## src/rtl/updown_pkg.sv

```systemverilog
// Shared direction and boundary-behaviour encodings for the up/down modulo counter.
package updown_pkg;

  localparam logic MODE_UP   = 1'b1;
  localparam logic MODE_DOWN = 1'b0;
  localparam logic BND_WRAP  = 1'b0;
  localparam logic BND_SAT   = 1'b1;

endpackage : updown_pkg

```

## src/rtl/updown_mod_counter.sv

```systemverilog
// Programmable-modulus up/down counter with load, wrap/saturate boundary handling,
// a terminal-count strobe and a sticky overflow/underflow flag.
module updown_mod_counter
  import updown_pkg::*;
#(
  parameter int unsigned WIDTH   = 4,
  parameter int unsigned RST_VAL = 0
) (
  input  logic             clk,
  input  logic             rst,
  input  logic             en,
  input  logic             load,
  input  logic             mode,
  input  logic             sat,
  input  logic [WIDTH-1:0] din,
  input  logic [WIDTH-1:0] max_val,
  input  logic             clr_ovf,
  output logic [WIDTH-1:0] q,
  output logic             tc,
  output logic             ovf
);

  localparam logic [WIDTH-1:0] RST_Q = RST_VAL[WIDTH-1:0];

  logic [WIDTH-1:0] q_q, q_d;
  logic             ovf_q, ovf_d;

  // One set of boundary compares feeds both the next-state mux and tc.
  logic at_top, at_zero, above_max, at_bnd;

  always_comb begin
    at_top    = (q_q >= max_val);
    at_zero   = (q_q == '0);
    above_max = (q_q > max_val);
    at_bnd    = 1'b0;
    case (mode)
      MODE_UP:   at_bnd = at_top;
      MODE_DOWN: at_bnd = at_zero;
      default:   at_bnd = 1'b0;
    endcase
  end

  // Gated by rst so the strobe cannot fire while the count is being held in reset.
  assign tc = rst & en & ~load & at_bnd;

  always_comb begin
    // NOTE: every always_comb output gets a default first so no path infers a latch.
    q_d = q_q;
    if (load) begin
      q_d = (din > max_val) ? max_val : din;
    end else if (en) begin
      case (mode)
        MODE_UP: begin
          if (!at_top) begin
            q_d = q_q + 1'b1;
          end else begin
            case (sat)
              BND_SAT:  q_d = max_val;
              BND_WRAP: q_d = '0;
              default:  q_d = '0;
            endcase
          end
        end
        MODE_DOWN: begin
          if (at_zero) begin
            case (sat)
              BND_SAT:  q_d = '0;
              BND_WRAP: q_d = max_val;
              default:  q_d = '0;
            endcase
          end else if (above_max) begin
            // Limit was lowered under a live count: snap back into range.
            q_d = max_val;
          end else begin
            q_d = q_q - 1'b1;
          end
        end
        default: q_d = q_q;
      endcase
    end
  end

  // Set dominates clear when both land on the same edge.
  always_comb begin
    ovf_d = ovf_q;
    if (tc) begin
      ovf_d = 1'b1;
    end else if (clr_ovf) begin
      ovf_d = 1'b0;
    end
  end

  always_ff @(posedge clk or negedge rst) begin
    if (!rst) begin
      // NOTE: sequential state uses non-blocking assignments so all flops sample together.
      q_q   <= RST_Q;
      ovf_q <= 1'b0;
    end else begin
      q_q   <= q_d;
      ovf_q <= ovf_d;
    end
  end

  assign q   = q_q;
  assign ovf = ovf_q;

endmodule : updown_mod_counter

```

## config.mk

```make
export PLATFORM = sky130hd
export DESIGN_NAME = updown_mod_counter
export DESIGN_NICKNAME = d
export VERILOG_FILES = /design/src/rtl/updown_pkg.sv /design/src/rtl/updown_mod_counter.sv
export SDC_FILE = /design/constraint.sdc
export NUM_CORES = 1
export LEC_CHECK = 0
export CAP_MARGIN = 0
export CORE_AREA = 10 10 53 55
export CTS_CLUSTER_SIZE = 20
export DETAILED_ROUTE_END_ITERATION = 6
export DIE_AREA = 0 0 63 65
export GPL_TIMING_DRIVEN = 0
export PLACE_DENSITY_LB_ADDON = 0.08
export SLEW_MARGIN = 20
export SYNTH_ARGS = -nofsm -noshare
export SYNTH_HDL_FRONTEND = slang
export SYNTH_SLANG_ARGS = --single-unit
```

## constraint.sdc

```tcl
create_clock -name clk -period 2.1 [get_ports clk]
set_clock_uncertainty 0.1 [all_clocks]
set_input_delay 0.315 -clock clk [delete_from_list [all_inputs] [get_ports clk]]
set_output_delay 0.315 -clock clk [all_outputs]
set_load 0.01 [all_outputs]
```

==> results by group, run 1 <==
Logic synthesis
  – Yosys reg bits: 5
  – Top_reg_cell synth: dfrtp_1
  – Yosys cell types: 33
  – Avg Cell Area, Syn: between 8 and 9 um^2
  – Async S/R FF share, synth: 1.00
  – Ys Warns: 0
  – Mapped Area: 723 um^2
  – Cells after synthesis: between 80 and 90
  – Post-synth EDFFs: 0
  – Sequential-to-total area share from yosys stat: 0.173
  – Mapped Nets: 111

Timing
  – Max-slew headroom: 0.688
  – Period utilisation layout: 1.06
  – Setup ws final: -130 ps
  – Max Clk Rate: roughly 0.45 GHz
  – RSZ-0062 raised after global routing: true
  – Hold slack: slightly below 200 ps
  – Least-Margin Pin Slew: around 470 ps
  – Final hold vios: 0
  – Period minus WS final: 2230 ps
  – Setup TNS: -173 ps
  – Max Slew Vio Count: 0
  – Setup violators final: 2

Final layout
  – Final nets: ~140
  – Layout cell share with drive strength beyond 1: 0.356
  – Fill cells: between 150 and 200
  – Ant. Diodes: 0
  – Multi-input logic area: 647 um^2
  – Seq. cell area: between 100 and 150 um^2
  – Synth-to-layout area growth: 56.9%
  – Final core utilization: 0.610

Worst setup path
  – Setup CP Type: register to primary output
  – R2R Setup Slk: -40 ps
  – R2r worst-path depth: 8
  – Req. time, crit path: 1680 ps
  – Worst path arrival time: roughly 1800 ps
  – R2R Path End: q[2]$_DFFE_PN0P_
  – R2R Path Start: q[1]$_DFFE_PN0P_
  – Crit Path Max Fanout: 4
  – Crit path launch type: register
  – Crit path capture type: primary output

Clocking
  – Clock Tree Root: clkbuf_4
  – Clk_lat worst skew: between 200 and 250 ps
  – H-tree levels: 1
  – Clock slew at reported path FFs: approximately 40 ps
  – CTS buffer count: 3
  – Max clock buf depth: 2
  – CTS Hold Buffers Added: 0
  – CTS sink cnt: 5
  – CTS tree: done

Global route
  – Vias in the first global route: about 820
  – Initial antenna violation count: 0
  – Total grt overflow: 0
  – Largest net degree at the start of global routing: 11
  – Overall Global Routing Usage: 0.110
  – First-pass GRT wire length: ~3.7 mm

Detailed routing
  – Met3 routed WL: 110 um
  – DRC: 0
  – Max Used Layer: met4
  – Final ANT Viol Nets: 0
  – Wire length on met2: roughly 1.1 mm
  – WL/cell: ~15 um
  – DR vias/cell: about 5.3
  – DRT Wirelength: approximately 2.2 mm
  – TritonRoute pass-1 iters: 4
  – Vias: 774
  – DRT met1 WL: roughly 950 um
  – 1st-iter DRT viols: 18

Floorplanning
  – Row Count: 16
  – Die span in x: around 63 um
  – Initial Utilization: 0.388
  – Core ar.: 1860 um^2
  – Die height: between 60 and 70 um
  – Die ar.: between 4000 and 5000 um^2
  – Num ports: 21

Place
  – Dpl ws: -895 ps
  – Post-DP HPWL: 1.62 mm
  – PortBufs: 19
  – Gp weighted congestion: 0.799

Power
  – Leakage: around 0.48 nW
  – Power, Total: 0.000730 W
  – Pwr/cell area: around 640 nW/um^2
  – VDD IR max: about 0.00047 V

Flow run
  – Max_cap viols: 0

Min path
  – Min-delay worst type: primary input to async pin

Status
  – Status: finished with violations
  – Violated checks: setup timing
## state kept, by name, indices dropped and copies added, names as in the netlist
| name | cells |
|---|---|
| q | 4 |
| ovf | 1 |
## layer usage
layer,vias up,global-route usage
li1,389,-
met1,357,0.125
met2,22,0.189
met3,6,0.0137
met4,0,0.0754
met5,-,0
## per-stage QoR
step           instance area (um^2)  std cells
6_report                       1130        145
5_1_grt                        1130        145
4_1_cts                        1120        145
3_5_place_dp                    947        132
3_3_place_gp                    947        132
2_1_floorplan                   723         86
## cells in the final DEF (no fill, tap or decap), drive strengths merged, types with 2 or more instances in the layout
master,count
clkbuf,5
o211ai,3
nor3b,2
buf,11
a21oi,8
o21ai,4
and4,2
nand4,2
dlygate4sd2,4
nor2,5
a311o,2
mux2i,4
nand2,3
a211oi,2
xor2,3
a221oi,2
nor3,5
inv,8
clkdlybuf4s50,14
ha,10
dfrtp,5
nor2b,3
## Yosys cell counts, types with 2 or more instances
library cell | count | area [um^2]
nor2b_1 | 3 | 18.8
ha_1 | 10 | 125
and4_1 | 2 | 17.5
nor2_1 | 5 | 18.8
o211ai_1 | 3 | 22.5
a311o_1 | 2 | 20.0
nand4_1 | 2 | 12.5
dfrtp_1 | 5 | 125
mux2i_1 | 4 | 40.0
o21ai_0 | 4 | 20.0
a21oi_1 | 8 | 40.0
nor3_1 | 5 | 25.0
inv_1 | 8 | 30.0
a221oi_2 | 2 | 30.0
nand2_1 | 2 | 7.51
nor3b_1 | 2 | 15.0
xor2_1 | 3 | 26.3
## critical path: stages (launching register included)
cell and delay (ps):
dfrtp_2 460, inv_2 80, ha_4 130, or3b_4 380
or2b_1 200, and4_4 230, buf_6 100
## power by group
| part | internal, W | switching, W | total, W |
|---|---|---|---|
| Combinational | 0.000250 | 0.000228 | 0.000478 |
| Clock | 0.0000717 | 0.0000366 | 0.000108 |
| Sequential | 0.000117 | 0.0000265 | 0.000143 |
## final cells by class
class	count	area share
Clock buffer	4	0.0232
Tap cell	27	0.0298
Sequential cell	5	0.114
Buffer	2	0.0132
Multi-Input combinational cell	71	0.570
Inverter	8	0.0265
Timing Repair Buffer	28	0.224
## how the worst max path moves through the flow
stage / slack [ps] / startpoint / depth (start not counted) / endpoint
CTS: -150 / q[1]$_DFFE_PN0P_ / 6 / tc
finish: -130 / q[1]$_DFFE_PN0P_ / 6 / tc
global placement: -900 / max_val[3] / 7 / tc
floorplan: 10 / q[0]$_DFFE_PN0P_ / 7 / q[3]$_DFFE_PN0P_
global route: -230 / q[1]$_DFFE_PN0P_ / 6 / tc
detailed placement: -890 / max_val[3] / 7 / tc
## kinds of logic (layout without fill, tap and decap cells)
kind of cell / Yosys count / in the layout / share of synthesized area
buffers and inverters: 10 / 42 / 0.0623
muxes: 4 / 4 / 0.0554
AOI/OAI and AO/OA: 26 / 26 / 0.273
and+or+nand+nor: 28 / 28 / 0.227
DFF: 5 / 5 / 0.173
adders and majority gates: 10 / 10 / 0.173
xor gates and xnor gates: 3 / 3 / 0.0363
## repair_timing
action,4_1_cts,5_1_grt
buffers inserted,13,1
gates resized for setup,30,5
setup endpoints to repair,6,5
pin swaps,13,8
(Power assumes the default switching activity.)
==> inputs of run 2 (changes only) <==
ABC_AREA = 0   (was default)
ABC_CLOCK_PERIOD_IN_PS = 2100   (was default)
==> results of run 2 <==
No change in the layout: final DEF, timing and power equal those of run 1.
==> inputs of run 3 (changes only) <==
ABC_CLOCK_PERIOD_IN_PS = 2300   (was 2100)
CORE_AREA = 10 10 51 53   (was 10 10 53 55)
DIE_AREA = 0 0 61 63   (was 0 0 63 65)
clock period = 2.3 ns   (was 2.1 ns; I/O delays follow)
==> results by group, run 3 (synthesis results as in run 1) <==
Clocking
  – Clock Tree Root: clkbuf_4
  – H-tree levels: 1
  – Clock slew at reported path FFs: ~40 ps
  – CTS tree: done
  – Clk_lat worst skew: about 240 ps
  – Max clock buf depth: 2
  – CTS sink cnt: 5
  – CTS buffer count: 3

Floorplanning
  – Die span in x: around 60 um
  – Num ports: 21
  – Core ar.: roughly 1700 um^2
  – Die ar.: approximately 3800 um^2
  – Row Count: 15
  – Initial Utilization: 0.438
  – Die height: approximately 63 um

Worst setup path
  – Crit Path Max Fanout: 3
  – Setup CP Type: register to primary output
  – Worst path arrival time: approximately 1800 ps
  – Req. time, crit path: between 1500 and 2000 ps
  – Crit path launch type: register
  – Crit path capture type: primary output

Power
  – Reg power frac: 0.187
  – Net Sw Frac: 0.390
  – Leakage: around 0.50 nW
  – Comb pwr share: 0.668
  – Pwr/cell area: ~600 nW/um^2
  – Clock power share: 0.145
  – Sw power: 0.000272 W
  – Internal: between 0.0004 and 0.0005 W
  – VDD IR max: approximately 0.0004 V

Final layout
  – Final nets: 150
  – Layout cell share with drive strength beyond 1: 0.363
  – Max FFs per register: 4
  – Final core utilization: 0.703
  – Commonest non-fill, non-tap cell in the layout: buf_4
  – Most used cells in the layout excluding fill and tap cells: 15 x buf_4, 14 x clkdlybuf4s50_1, 6 x a21oi_1, 6 x ha_1
  – Fill cells: 145
  – Multi-input logic area: approximately 640 um^2
  – Seq. cell area: around 130 um^2
  – Synth-to-layout area growth: 60.6%
  – Ant. Diodes: 0

Place
  – Gp weighted congestion: between 0.8 and 0.9
  – PortBufs: 19
  – Post-DP HPWL: 1.59 mm

Detailed routing
  – DRT Wirelength: 2.26 mm
  – 1st-iter DRT viols: 8
  – DR vias/cell: 5.59
  – WL/cell: about 16 um
  – Vias: 788
  – Final ANT Viol Nets: 0
  – TritonRoute pass-1 iters: 4
  – DRC: 0

Timing
  – Least-Margin Pin Slew: 439 ps
  – Max Clk Rate: 0.442 GHz
  – Final hold vios: 0
  – Period utilisation layout: 0.983
  – Max-slew headroom: 0.707
  – Setup violators final: 0
  – Period minus WS final: between 2000 and 2500 ps
  – RSZ-0062 raised after global routing: true
  – Hold slack: approximately 230 ps
  – Max Slew Vio Count: 0

Global route
  – Total grt overflow: 0
  – Largest net degree at the start of global routing: 11
  – Initial antenna violation count: 0
  – First-pass GRT wire length: between 3 and 4 mm
  – Vias in the first global route: ~840
  – Overall Global Routing Usage: 0.119

Flow run
  – Max_cap viols: 0

Min path
  – Min-delay worst type: primary input to async pin

Status
  – Status: complete, no violations
==> run 3: layout make-up <==
type	instances	area share
sequential	5	0.112
multi-input combinational	71	0.550
tap	17	0.0183
clock buffer	4	0.0226
buffer	1	0.00323
inverter	8	0.0259
timing repair buffer	35	0.268
==> run 3: routing by layer <==
metal  wire [um]  vias up  part of all wire  global-route usage
met5           0        -                 0                   0
met4          47        0             0.021              0.0577
met3         119        5             0.053              0.0142
met2        1130       19              0.50               0.193
met1         955      362              0.42               0.147
li1            -      402                 -                   -
==> run 3: per-stage QoR <==
stage	area (um^2)	cells	setup TNS (ps)	power, W	worst slack, ps
2_1_floorplan	723	86	0	0.000343	215
3_3_place_gp	935	122	-2340	0.000451	-746
3_5_place_dp	935	122	-2350	0.000457	-734
4_1_cts	1090	138	-6.15	0.000651	-6.15
5_1_grt	1160	141	-31.3	0.000761	-24.4
6_report	1160	141	0	0.000699	39.8
==> run 3: final timing paths <==
path / startpoint / end / slack [ps] / depth (start not counted)
setup / recovery: q[1]$_DFFE_PN0P_ / tc / 40 / 6
hold / removal: rst / ovf$_DFFE_PN0P_ / 230 / 1
setup reg to reg: q[3]$_DFFE_PN0P_ / q[2]$_DFFE_PN0P_ / 120 / 8
hold reg to reg: ovf$_DFFE_PN0P_ / ovf$_DFFE_PN0P_ / 400 / 1
max in group asynchronous: rst / q[3]$_DFFE_PN0P_ / 1650 / 1
min in group clk: max_val[3] / q[3]$_DFFE_PN0P_ / 390 / 3
==> run 3: power groups by stage <==
stage	Clock [W]	Sequential (W)	Combinational (W)
floorplan	0	0.000135	0.000208
global placement	0	0.000135	0.000316
detailed placement	0	0.000136	0.000322
CTS	0.000106	0.000128	0.000417
global route	0.000111	0.000133	0.000517
finish	0.000101	0.000131	0.000468
==> run 3: worst max-delay path, cell delays in order, from the launching register on <==
cell     delay [ps]
dfrtp_2         440
inv_2            80
ha_4            130
or3b_4          380
or2b_1          200
and4_4          240
buf_6           100
==> run 3: what timing repair did <==
action / 4_1_cts / 5_1_grt
pin swaps: 6 / 10
setup buffers: 14 / 7
setup endpoints to repair: 5 / 4
resized for setup: 20 / 13
hold buffers: 0 / 0
